===== src/rtl/uart_duplex_core.sv =====
// Full-duplex UART PHY: independent TX and RX engines, each with its own bit-timing divider.
// RX decides every bit by a 3-sample majority around the bit centre and reports parity/framing/overrun.
module uart_duplex_core #(
    parameter int unsigned CLK_DIV     = 16,
    parameter int unsigned N_OVS       = 4,
    parameter int unsigned DATA_BITS   = 8,
    parameter int unsigned PARITY_MODE = 0,
    parameter int unsigned STOP_BITS   = 1
) (
    input  logic                 CLK,
    input  logic                 RST,
    input  logic                 RX,
    output logic                 TX,
    input  logic [DATA_BITS-1:0] TX_DATA,
    input  logic                 TX_VALID,
    output logic                 TX_READY,
    output logic [DATA_BITS-1:0] RX_DATA,
    output logic                 RX_VALID,
    input  logic                 RX_READY,
    output logic                 RX_PARITY_ERR,
    output logic                 RX_FRAME_ERR,
    output logic                 RX_OVERRUN
);
    localparam int unsigned TickW = (CLK_DIV > 1) ? $clog2(CLK_DIV) : 1;
    localparam int unsigned OvsW  = $clog2(N_OVS);
    localparam int unsigned BitW  = $clog2(DATA_BITS + 1);

    localparam logic [TickW-1:0] TickMax  = TickW'(CLK_DIV - 1);
    localparam logic [OvsW-1:0]  OvsMax   = OvsW'(N_OVS - 1);
    localparam logic [OvsW-1:0]  SmpA     = OvsW'(N_OVS / 2 - 1);
    localparam logic [OvsW-1:0]  SmpB     = OvsW'(N_OVS / 2);
    localparam logic [OvsW-1:0]  SmpC     = OvsW'(N_OVS / 2 + 1);
    localparam logic [BitW-1:0]  DataLast = BitW'(DATA_BITS - 1);
    localparam logic [BitW-1:0]  StopLast = BitW'(STOP_BITS - 1);
    localparam bit               HasParity = (PARITY_MODE != 0);
    localparam bit               OddParity = (PARITY_MODE == 2);

    typedef enum logic [2:0] {TxIdle, TxStart, TxData, TxParity, TxStop} tx_state_e;
    typedef enum logic [2:0] {RxIdle, RxStart, RxData, RxParity, RxStop} rx_state_e;

    // ---------------------------------------------------------------- TX engine
    tx_state_e            tx_state_q, tx_state_d;
    logic [TickW-1:0]     tx_tick_q, tx_tick_d;
    logic [OvsW-1:0]      tx_ovs_q, tx_ovs_d;
    logic [BitW-1:0]      tx_bit_q, tx_bit_d;
    logic [DATA_BITS-1:0] tx_shift_q, tx_shift_d;
    logic                 tx_par_q, tx_par_d;
    logic                 tx_line_q, tx_line_d;
    logic                 tx_ready_q, tx_ready_d;
    logic                 tx_bit_end;

    always_comb begin
        tx_state_d = tx_state_q;
        tx_tick_d  = tx_tick_q;
        tx_ovs_d   = tx_ovs_q;
        tx_bit_d   = tx_bit_q;
        tx_shift_d = tx_shift_q;
        tx_par_d   = tx_par_q;
        tx_line_d  = tx_line_q;
        tx_ready_d = tx_ready_q;
        tx_bit_end = (tx_tick_q == TickMax) && (tx_ovs_q == OvsMax);
        if (tx_state_q == TxIdle) begin
            tx_line_d  = 1'b1;
            tx_ready_d = 1'b1;
            tx_tick_d  = '0;
            tx_ovs_d   = '0;
            if (TX_VALID && tx_ready_q) begin
                tx_state_d = TxStart;
                tx_shift_d = TX_DATA;
                tx_par_d   = (^TX_DATA) ^ OddParity;
                tx_line_d  = 1'b0;
                tx_ready_d = 1'b0;
            end
        end else begin
            tx_tick_d = (tx_tick_q == TickMax) ? '0 : tx_tick_q + TickW'(1);
            if (tx_tick_q == TickMax) begin
                tx_ovs_d = (tx_ovs_q == OvsMax) ? '0 : tx_ovs_q + OvsW'(1);
            end
            if (tx_bit_end) begin
                unique case (tx_state_q)
                    TxStart: begin
                        tx_state_d = TxData;
                        tx_bit_d   = '0;
                        tx_line_d  = tx_shift_q[0];
                    end
                    TxData: begin
                        if (tx_bit_q == DataLast) begin
                            tx_bit_d = '0;
                            if (HasParity) begin
                                tx_state_d = TxParity;
                                tx_line_d  = tx_par_q;
                            end else begin
                                tx_state_d = TxStop;
                                tx_line_d  = 1'b1;
                            end
                        end else begin
                            tx_bit_d   = tx_bit_q + BitW'(1);
                            tx_shift_d = tx_shift_q >> 1;
                            tx_line_d  = tx_shift_q[1];
                        end
                    end
                    TxParity: begin
                        tx_state_d = TxStop;
                        tx_bit_d   = '0;
                        tx_line_d  = 1'b1;
                    end
                    TxStop: begin
                        tx_line_d = 1'b1;
                        if (tx_bit_q == StopLast) begin
                            tx_state_d = TxIdle;
                            tx_ready_d = 1'b1;
                        end else begin
                            tx_bit_d = tx_bit_q + BitW'(1);
                        end
                    end
                    default: tx_state_d = TxIdle;
                endcase
            end
        end
    end

    always_ff @(posedge CLK or posedge RST) begin
        if (RST) begin
            tx_state_q <= TxIdle;
            tx_tick_q  <= '0;
            tx_ovs_q   <= '0;
            tx_bit_q   <= '0;
            tx_shift_q <= '0;
            tx_par_q   <= 1'b0;
            tx_line_q  <= 1'b1;
            tx_ready_q <= 1'b0;
        end else begin
            tx_state_q <= tx_state_d;
            tx_tick_q  <= tx_tick_d;
            tx_ovs_q   <= tx_ovs_d;
            tx_bit_q   <= tx_bit_d;
            tx_shift_q <= tx_shift_d;
            tx_par_q   <= tx_par_d;
            tx_line_q  <= tx_line_d;
            tx_ready_q <= tx_ready_d;
        end
    end

    assign TX       = tx_line_q;
    assign TX_READY = tx_ready_q;

    // ---------------------------------------------------------------- RX engine
    logic                 rx_meta_q, rx_sync_q, rx_prev_q;
    rx_state_e            rx_state_q, rx_state_d;
    logic [TickW-1:0]     rx_tick_q, rx_tick_d;
    logic [OvsW-1:0]      rx_ovs_q, rx_ovs_d;
    logic [BitW-1:0]      rx_bit_q, rx_bit_d;
    logic [DATA_BITS-1:0] rx_shift_q, rx_shift_d;
    logic [1:0]           rx_smp_q, rx_smp_d;
    logic                 rx_par_q, rx_par_d;
    logic [DATA_BITS-1:0] rx_data_q, rx_data_d;
    logic                 rx_valid_q, rx_valid_d;
    logic                 rx_perr_q, rx_perr_d;
    logic                 rx_ferr_q, rx_ferr_d;
    logic                 rx_ovr_q, rx_ovr_d;
    logic                 rx_bit_end, rx_decide, rx_maj, rx_hs;
    logic                 rx_done, rx_ferr_new, rx_perr_new;

    always_comb begin
        rx_state_d  = rx_state_q;
        rx_tick_d   = rx_tick_q;
        rx_ovs_d    = rx_ovs_q;
        rx_bit_d    = rx_bit_q;
        rx_shift_d  = rx_shift_q;
        rx_smp_d    = rx_smp_q;
        rx_par_d    = rx_par_q;
        rx_data_d   = rx_data_q;
        rx_valid_d  = rx_valid_q;
        rx_perr_d   = rx_perr_q;
        rx_ferr_d   = rx_ferr_q;
        rx_ovr_d    = rx_ovr_q;
        rx_done     = 1'b0;
        rx_ferr_new = 1'b0;
        rx_perr_new = 1'b0;
        rx_bit_end  = (rx_tick_q == TickMax) && (rx_ovs_q == OvsMax);
        rx_decide   = (rx_tick_q == '0) && (rx_ovs_q == SmpC);
        rx_maj      = (rx_smp_q[0] & rx_smp_q[1]) | ((rx_smp_q[0] | rx_smp_q[1]) & rx_sync_q);
        rx_hs       = rx_valid_q & RX_READY;

        if (rx_state_q == RxIdle) begin
            rx_tick_d = '0;
            rx_ovs_d  = '0;
            // Only a falling edge starts a frame, so a held-low line cannot retrigger.
            if (rx_prev_q && !rx_sync_q) rx_state_d = RxStart;
        end else begin
            rx_tick_d = (rx_tick_q == TickMax) ? '0 : rx_tick_q + TickW'(1);
            if (rx_tick_q == TickMax) begin
                rx_ovs_d = (rx_ovs_q == OvsMax) ? '0 : rx_ovs_q + OvsW'(1);
            end
            if (rx_tick_q == '0 && rx_ovs_q == SmpA) rx_smp_d[0] = rx_sync_q;
            if (rx_tick_q == '0 && rx_ovs_q == SmpB) rx_smp_d[1] = rx_sync_q;
            unique case (rx_state_q)
                RxStart: begin
                    if (rx_decide && rx_maj) begin
                        rx_state_d = RxIdle;
                    end else if (rx_bit_end) begin
                        rx_state_d = RxData;
                        rx_bit_d   = '0;
                    end
                end
                RxData: begin
                    if (rx_decide) rx_shift_d = {rx_maj, rx_shift_q[DATA_BITS-1:1]};
                    if (rx_bit_end) begin
                        if (rx_bit_q == DataLast) begin
                            rx_state_d = HasParity ? RxParity : RxStop;
                        end else begin
                            rx_bit_d = rx_bit_q + BitW'(1);
                        end
                    end
                end
                RxParity: begin
                    if (rx_decide) rx_par_d = rx_maj;
                    if (rx_bit_end) rx_state_d = RxStop;
                end
                RxStop: begin
                    // Finish at the stop-bit decision to leave margin for the next start edge.
                    if (rx_decide) begin
                        rx_state_d  = RxIdle;
                        rx_done     = 1'b1;
                        rx_ferr_new = ~rx_maj;
                        rx_perr_new = HasParity && (rx_par_q != ((^rx_shift_q) ^ OddParity));
                    end
                end
                default: rx_state_d = RxIdle;
            endcase
        end

        if (rx_done && (!rx_valid_q || rx_hs)) begin
            rx_data_d  = rx_shift_q;
            rx_perr_d  = rx_perr_new;
            rx_ferr_d  = rx_ferr_new;
            rx_valid_d = 1'b1;
            rx_ovr_d   = 1'b0;
        end else if (rx_done) begin
            rx_ovr_d = 1'b1;
        end else if (rx_hs) begin
            rx_valid_d = 1'b0;
            rx_ovr_d   = 1'b0;
        end
    end

    always_ff @(posedge CLK or posedge RST) begin
        if (RST) begin
            rx_meta_q  <= 1'b1;
            rx_sync_q  <= 1'b1;
            rx_prev_q  <= 1'b1;
            rx_state_q <= RxIdle;
            rx_tick_q  <= '0;
            rx_ovs_q   <= '0;
            rx_bit_q   <= '0;
            rx_shift_q <= '0;
            rx_smp_q   <= '0;
            rx_par_q   <= 1'b0;
            rx_data_q  <= '0;
            rx_valid_q <= 1'b0;
            rx_perr_q  <= 1'b0;
            rx_ferr_q  <= 1'b0;
            rx_ovr_q   <= 1'b0;
        end else begin
            rx_meta_q  <= RX;
            rx_sync_q  <= rx_meta_q;
            rx_prev_q  <= rx_sync_q;
            rx_state_q <= rx_state_d;
            rx_tick_q  <= rx_tick_d;
            rx_ovs_q   <= rx_ovs_d;
            rx_bit_q   <= rx_bit_d;
            rx_shift_q <= rx_shift_d;
            rx_smp_q   <= rx_smp_d;
            rx_par_q   <= rx_par_d;
            rx_data_q  <= rx_data_d;
            rx_valid_q <= rx_valid_d;
            rx_perr_q  <= rx_perr_d;
            rx_ferr_q  <= rx_ferr_d;
            rx_ovr_q   <= rx_ovr_d;
        end
    end

    assign RX_DATA       = rx_data_q;
    assign RX_VALID      = rx_valid_q;
    assign RX_PARITY_ERR = rx_perr_q;
    assign RX_FRAME_ERR  = rx_ferr_q;
    assign RX_OVERRUN    = rx_ovr_q;

endmodule

===== config.mk =====
export PLATFORM = sky130hd
export DESIGN_NAME = uart_duplex_core
export DESIGN_NICKNAME = d
export VERILOG_FILES = /design/src/rtl/uart_duplex_core.sv
export SDC_FILE = /design/constraint.sdc
export NUM_CORES = 1
export LEC_CHECK = 0
export ABC_AREA = 1
export CAP_MARGIN = 15
export CORE_MARGIN = 3
export CORE_UTILIZATION = 60
export CTS_CLUSTER_DIAMETER = 50
export DETAILED_ROUTE_END_ITERATION = 8
export GPL_ROUTABILITY_DRIVEN = 0
export PLACE_DENSITY = 0.83
export SLEW_MARGIN = 20
export SYNTH_ARGS = -nofsm -noshare
export SYNTH_HDL_FRONTEND = slang
export SYNTH_SLANG_ARGS = --single-unit

===== constraint.sdc =====
create_clock -name CLK -period 6 [get_ports CLK]
set_clock_uncertainty 0.15 [all_clocks]
set_input_delay 1.2 -clock CLK [delete_from_list [all_inputs] [get_ports CLK]]
set_output_delay 1.2 -clock CLK [all_outputs]
set_load 0.02 [all_outputs]

[Yosys cells after proc, flatten, opt, wreduce, memory -nomap -nowiden]
Cells that the tools add are included.
Operators by class
  add/sub/neg operators: 6
  eq/ne operators: 32
  mux-type cells: 58
  bitwise gates (word level): 8
  reduce and logical (&&, ||, !) cells: 40
Operators by type and width (number)
  4-bit two-way mux: 10
  8-bit two-way mux: 5
  3-bit two-way mux: 13
  3-bit case mux with 4 select lines: 2
  1-bit two-way mux: 19
  3-bit inequality test (second input constant): 6
  4-bit by 1-bit adder with 4-bit output (second input constant): 4
  2-bit nonzero test: 8
  3-bit by 2-bit == test with 1-bit output (second input constant): 4
  2-bit two-way mux: 6
  2-bit inequality test (second input constant): 6
  4-bit case mux with 3 select lines: 1
  4-bit AND reduction: 3
  6-bit AND reduction: 2
  1-bit logical AND: 9
  4-bit by 3-bit == test with 1-bit output (second input constant): 2
  4-bit == test (second input constant): 2
  4-bit zero test: 2
  4-bit case mux with 2 select lines: 1
  2-bit AND reduction: 4
  2-bit == test (second input constant): 3
  3-bit by 1-bit == test with 1-bit output (second input constant): 2
  3-bit == test (second input constant): 2
  3-bit zero test: 2
  other kinds (14): 26
Word-level totals
  bits in registers: 60
  input bits: 13
  output and inout bits: 14
  logic and storage cells: 165

[Depth between registers and ports, before layout]
Gate-level depths: netlist of run 1.
  depth after elaboration: 8
  mapped depth: 10
  mapped depth without buffers: 10

[Worst setup path before layout of run 1]
OpenSTA, ideal clock, no wires.
  path type: input to register
  start: input port RX_READY
  end: register rx_ferr_q, in the netlist RX_FRAME_ERR
  arrival: 1826 ps
  data required time: 5774 ps
  path slack: 3948 ps
  stages: 6
  cell sequence: nor2_1 -> inv_1 -> nand3_4 -> buf_2 -> nand2_1 -> o21ai_1
On the way
  longest elaborated chain between the ends: 3
Ends and longest elaborated chain
  start, declared: RTL line 19  | input logic RX_READY,
  1-bit AND: RTL line 183  | rx_hs = rx_valid_q & RX_READY;
  1-bit logical OR: RTL line 233  | if (rx_done && (!rx_valid_q || rx_hs)) begin
  1-bit logical AND: RTL line 233
  end signal, assigned: RTL line 278  | rx_ferr_q <= rx_ferr_d;
  end, declared: RTL line 159  | logic rx_ferr_q, rx_ferr_d;
Every way passes these cells.
A chain may end at the register's enable or synchronous reset.

[Worst setup path after layout of run 1]
  start: register tx_line_q, in the netlist TX
  end: output port TX
RTL lines
  start, declared: RTL line 48  | logic tx_line_q, tx_line_d;
  start signal, assigned: RTL line 139  | tx_line_q <= tx_line_d;
  end, declared: RTL line 13  | output logic TX,
No word-level cell between the ends.

==> impl_results.md, run 1 <==
* Outcome: finished, final reports clean
* Initial antenna violation count at 0
* PD cells at 414 mW/mm^2
* Drt total wl at 5.40 mm
* Sequential share of power at 39.9%
* Largest net degree at the start of global routing at 61
* CTS Buffer Depth at 2
* # Post-CTS Setup Buffers at 0
* Worst path cell trace: clkdlybuf4s50_1
* Antenna viol nets, final at 0
* Comb pwr share at 34.9%
* Synth Register Bits at 60
* Fmax at 0.356 GHz
* Reg-to-reg slack, setup at 4.26 ns
* Std-Cell Rows at 25
* Place WS at 3.51 ns
* RSZ-0062 raised after global routing: false
* Syn-to-layout area delta at 16.8%
* Critical Path Sink Type: output pin
* Switch share at 39.3%
* Diode count at 0
* # setup viols final at 0
* Nets at 392
* Layout cells sized above 1 at 13.4%
* Sequential share of the synthesized area at 50.2%
* Worst Path Buf+Inv at 1
* Chip Width at 76.7 um
* Crit share post-route at 46.8%
* Clk slew on worst S/H paths at 0.06 ns
* Sum Neg Setup Slack at 0 ns
* Clock share of power at 25.2%
* Root Buffer: clkbuf_8
* Syn Nets at 360
* Gr ovfl total at 0
* Static leakage at 0.00171 uW
* Critical setup path kind: reg2out
* IO Count at 27
* Starting density of the core at 62.7%
* Mean area per synthesized cell at 8.90 um^2
* Top FF cell, synth: dfrtp_1
* Core footprint at 0.00479 mm^2
* CTS tree: built
* Vias at 2245
* Crit-path leading delay family: buffers and inverters
* Post-cts resize count at 0
* Crit path required time at 4.65 ns
* Distinct cell type count after synthesis at 33
* Net Sw Power at 570 uW
* Hold-fix buffers, CTS at 0
* Int Pwr at 881 uW
* Clk_lat worst skew at 0.34 ns
* Final hold violations at 0
* Post-synth EDFFs at 0
* CP peak stage delay at 0.60 ns
* Final core occ at 73.2%
* Vias in the first global route at 2352
* Worst-path fanout max at 2
* Arrival @ worst endpoint at 1.46 ns
* Die height at 76.7 um
* Clock H-tree levels at 3
* Final instance area at 0.00350 mm^2
* Port Buffers at 25
* Setup slack after layout at 3.19 ns
* Worst min path class: reg2reg
* CP startpoint kind: flip-flop
* Post-Syn Area at 0.00300 mm^2
* First-pass DRT Iterations at 4
* Total of max-cap violations at 0
* Total clock buffers created by CTS at 9
* Post-Syn Instances at 337
* DRC at 0
* First-pass GRT wire length at 9.98 mm
* Placed Instances at 425
* Slowest cell on crit path: clkdlybuf4s50_1
* Detailed Route Iter0 Violations at 129
* Area after DPL at 0.00330 mm^2
* Drt wl/cell at 12.2 um
* Max Slew Vio Count at 0
* Worst vdd ir at 297 uV
* GR Util All Layers at 21.3%
* Post-DP HPWL at 3.65 mm
* Worst slew pin tran at 0.724 ns
* YS warnings at 0
* Synth async-reset ratio at 100%
* TritonCTS Sinks at 60
* Die ar. at 0.00588 mm^2
* Rel. slew slack at 51.7%
* Min cycle time layout at 2.81 ns
* Via/cell ratio at 5.09
* Final non-filler cell total at 441
==> final timing paths <==
| kind | startpoint | end | cells past startpoint |
|---|---|---|---|
| setup / recovery | TX$_DFFE_PP1P_ | TX | 1 |
| hold / removal | rx_meta_q$_DFF_PP1_ | rx_sync_q$_DFF_PP1_ | 0 |
| setup reg to reg | tx_tick_q[0]$_DFF_PP0_ | tx_bit_q[2]$_DFFE_PP0P_ | 7 |
| hold reg to reg | rx_meta_q$_DFF_PP1_ | rx_sync_q$_DFF_PP1_ | 0 |
| max in group asynchronous | RST | rx_smp_q[0]$_DFFE_PP0P_ | 3 |
| min in group asynchronous | RST | tx_bit_q[0]$_DFFE_PP0P_ | 3 |
==> final cells by class <==
cell class                      instances  area, um^2
Sequential cell                        60        1510
Clock inverter                          5        61.3
Tap cell                               67        83.8
Multi-Input combinational cell        227        1280
Clock buffer                           11         141
Fill cell                             347        1280
Inverter                               45         174
Timing Repair Buffer                   26         258
==> per-layer routing <==
| metal | vias up | track usage [%] | wire length, um |
|---|---|---|---|
| met5 | - | 0 | 0 |
| met4 | 0 | 7.61 | 51 |
| li1 | 1141 | - | - |
| met3 | 7 | 6.10 | 225 |
| met2 | 42 | 37.6 | 2700 |
| met1 | 1055 | 24.4 | 2420 |
==> synth_stat cells (2+ instances only) <==
cell,instances,area [um^2]
dfstp_2,4,105
inv_1,38,143
nand3_1,20,100
buf_6,2,22.5
a21oi_1,8,40.0
nand3_4,3,52.6
nand2_4,4,45.0
mux2i_1,6,60.1
nand2_1,86,323
buf_2,2,10.0
ha_1,10,125
inv_2,6,22.5
nor2_4,2,22.5
o21ai_1,16,80.1
nor2_2,3,18.8
o21ai_0,25,125
nor3_1,2,10.0
nand4_1,4,25.0
nand3b_1,2,15.0
o21ai_2,3,26.3
nand3_2,2,20.0
xor2_1,4,35.0
dfrtp_1,56,1400
nor2_1,20,75.1
==> sequential cells by signal (all words and copies together), names as in the netlist, 2 cells and up <==
register    cells
rx_shift_q      8
RX_DATA         8
rx_ovs_q        2
tx_tick_q       4
rx_tick_q       4
rx_smp_q        2
rx_bit_q        4
rx_state_q      3
tx_ovs_q        2
tx_shift_q      8
tx_state_q      3
tx_bit_q        4
==> metrics by stage <==
step / hold slack [ns] / power [uW]
2_1_floorplan: 0.195 / 980
3_3_place_gp: 0.196 / 1070
3_5_place_dp: 0.199 / 1080
4_1_cts: 0.207 / 1460
5_1_grt: 0.213 / 1560
6_report: 0.207 / 1450
==> power by group through the flow <==
stage | clock network (uW) | registers (uW) | logic (uW)
2_1_floorplan | 0 | 574 | 406
3_3_place_gp | 0 | 577 | 490
3_5_place_dp | 0 | 581 | 504
4_1_cts | 375 | 577 | 510
5_1_grt | 396 | 589 | 580
6_report | 365 | 579 | 506
==> cell usage in the layout (no fill, tap or decap), types with 8 or more instances in the layout <==
| cell type | synthesis | routed |
|---|---|---|
| a21oi_1 | 8 | 8 |
| nor2_1 | 20 | 20 |
| nand3_1 | 20 | 20 |
| clkbuf_8 | 0 | 10 |
| dfrtp_1 | 56 | 56 |
| clkdlybuf4s50_1 | 0 | 25 |
| o21ai_1 | 16 | 16 |
| nand2_1 | 86 | 86 |
| o21ai_0 | 25 | 25 |
| inv_1 | 38 | 37 |
| ha_1 | 10 | 10 |
==> logic make-up (layout without fill, tap and decap cells) <==
logic type / count (synthesis) / count (layout) / synth area share, %
adders and majority gates: 10 / 10 / 4.17
xor gates and xnor gates: 4 / 4 / 1.17
DFF: 60 / 60 / 50.2
AOI/OAI and AO/OA: 54 / 54 / 9.85
and+or+nand+nor: 152 / 152 / 25.3
buffers and inverters: 50 / 87 / 7.13
other: 1 / 1 / 0.125
muxes: 6 / 6 / 2.00
Note: power is estimated with default switching activity, not from simulation.
==> run 2, diff against run 1 <==
--- a/config.mk
+++ b/config.mk
@@ -8,11 +8,11 @@
 export ABC_AREA = 1
 export CAP_MARGIN = 15
 export CORE_MARGIN = 3
-export CORE_UTILIZATION = 60
+export CORE_UTILIZATION = 57
 export CTS_CLUSTER_DIAMETER = 50
 export DETAILED_ROUTE_END_ITERATION = 8
 export GPL_ROUTABILITY_DRIVEN = 0
-export PLACE_DENSITY = 0.83
+export PLACE_DENSITY = 0.79
 export SLEW_MARGIN = 20
 export SYNTH_ARGS = -nofsm -noshare
 export SYNTH_HDL_FRONTEND = slang
==> constraint.sdc (replaced) <==
create_clock -name CLK -period 2.74 [get_ports CLK]
set_clock_uncertainty 0.15 [all_clocks]
set_input_delay 0.548 -clock CLK [delete_from_list [all_inputs] [get_ports CLK]]
set_output_delay 0.548 -clock CLK [all_outputs]
set_load 0.02 [all_outputs]
==> run 2 against run 1 <==
Net effect:
- sequential power up 120%
- setup slack got worse by 2.6 ns
- hold slack improved by 0.0064 ns
- design area fell by 0.21%
- core utilization down 2.0 points
- count of clock-buffer cells in the layout decreased by 1
- via count grew 1.3%
- clock power rose by 110%
- combinational power is 120% higher
- register-to-register slack got worse by 3.3 ns
- critical path type unchanged
- largest power group unchanged
==> impl_results.md, run 2 (synthesis gave the netlist of run 1 again) <==
* Outcome: finished, final reports clean
* Worst Path Buf+Inv at 1
* Max Slew Vio Count at 0
* Min-Delay Path Depth at 0
* Initial antenna violation count at 0
* CP peak stage delay at 0.60 ns
* First-pass GRT wire length at 9.67 mm
* Hold-fix buffers, CTS at 0
* Layout cells sized above 1 at 13.4%
* Port Buffers at 25
* Critical setup path kind: reg2out
* Drt wl/cell at 12.5 um
* Die height at 78.5 um
* Total of max-cap violations at 0
* First-pass DRT Iterations at 5
* RSZ-0062 raised after global routing: false
* Chip Width at 78.5 um
* Worst-path fanout max at 2
* Std-Cell Rows at 25
* Static leakage at 0.00171 uW
* Total clock buffers created by CTS at 9
* Largest net degree at the start of global routing at 61
* Syn-to-layout area delta at 16.6%
* Min cycle time layout at 2.15 ns
* Crit path required time at 2.04 ns
* Gr ovfl total at 0
* GR Util All Layers at 20.0%
* Sum Neg Setup Slack at 0 ns
* Antenna viol nets, final at 0
* Diode count at 0
* Clk slew on worst S/H paths at 0.06 ns
* Root Buffer: clkbuf_8
* Startpoint of the worst hold path: rx_meta_q$_DFF_PP1_
* Detailed Route Iter0 Violations at 108
* Core footprint at 0.00491 mm^2
* IO Count at 27
* # Post-CTS Setup Buffers at 0
* Fmax at 0.466 GHz
* Vias at 2274
* # setup viols final at 0
* DRC at 0
* Clk_lat worst skew at 0.33 ns
* Arrival @ worst endpoint at 1.45 ns
* Placed Instances at 425
* Reg-to-reg slack, setup at 1.00 ns
* FF-to-FF Start: tx_tick_q[0]$_DFF_PP0_
* Final hold violations at 0
* Filler instances at 387
* Crit-path leading delay family: buffers and inverters
* Worst path cell trace: clkdlybuf4s50_1
* Crit share post-route at 78.4%
* Vias in the first global route at 2270
* Starting density of the core at 61.1%
* Nets at 392
* CP startpoint kind: flip-flop
* Clock H-tree levels at 3
* Die ar. at 0.00617 mm^2
* PD cells at 899 mW/mm^2
* Worst vdd ir at 624 uV
* Min-Delay Endpoint: rx_sync_q$_DFF_PP1_
* Final non-filler cell total at 441
* Worst min path class: reg2reg
* R2r worst-path depth at 8
* Slowest cell on crit path: clkdlybuf4s50_1
* TritonCTS Sinks at 60
* Post-cts resize count at 0
* CTS Buffer Depth at 2
* Post-DP HPWL at 3.91 mm
* CTS tree: built
* Critical Path Sink Type: output pin
* Via/cell ratio at 5.16
* Most common cell after layout, fill and taps aside: nand2_1
* Drt total wl at 5.52 mm
* Reg2reg end: tx_state_q[1]$_DFFE_PP0P_
* Most frequent cells in the layout: nand2_1 (86), dfrtp_1 (56), inv_1 (37)
run 2: cell types whose count changed in the layout (fill, tap and decap cells not counted):
| cell | change |
|---|---|
| buf_4 | -1 |
| buf_12 | +1 |
| clkinv_4 | -3 |
| clkinv_2 | +4 |
| clkbuf_8 | -1 |
run 2: stage by stage:
stage	setup WS [ns]	hold WS [ns]	util [%]	total power, uW	area [um^2]
5_1_grt	0.570	0.221	71.2	3390	3500
6_report	0.593	0.213	71.2	3140	3500
2_1_floorplan	0.564	0.195	-	2150	3000
4_1_cts	0.582	0.213	71.2	3160	3500
3_3_place_gp	0.940	0.198	67.5	2340	3310
3_5_place_dp	0.918	0.197	67.5	2390	3310
run 2: worst max-delay path by stage:
stage,from,endpoint,slack (ns),cells past startpoint
global route,TX$_DFFE_PP1P_,TX,0.57,1
global placement,TX$_DFFE_PP1P_,TX,0.94,1
floorplan,RST,RX_DATA[0]$_DFFE_PP0P_,0.56,1
finish,TX$_DFFE_PP1P_,TX,0.59,1
CTS,TX$_DFFE_PP1P_,TX,0.58,1
detailed placement,RX_READY,RX_DATA[3]$_DFFE_PP0P_,0.92,6
run 2: final cells by class:
cell class,instances,area [um^2],area share (%)
flip-flops and latches,60,1510,43.1
multi-input cells,227,1280,36.6
repair buffers,26,270,7.73
inverters,45,174,4.97
clock buffers,10,128,3.65
well taps,67,83.8,2.40
clock inverters,6,55.1,1.57
run 2: power by group:
group | internal [uW] | switching [uW]
combinational | 403 | 726
sequential | 1080 | 179
clock | 412 | 339
total | 1900 | 1240
run 2: metal layers:
metal | vias up | wire length (um) | GRT usage [%]
li1 | 1143 | - | -
met1 | 1071 | 2480 | 23.9
met2 | 51 | 2730 | 34.1
met3 | 9 | 248 | 4.01
met4 | 0 | 65 | 9.62
met5 | - | 0 | 0
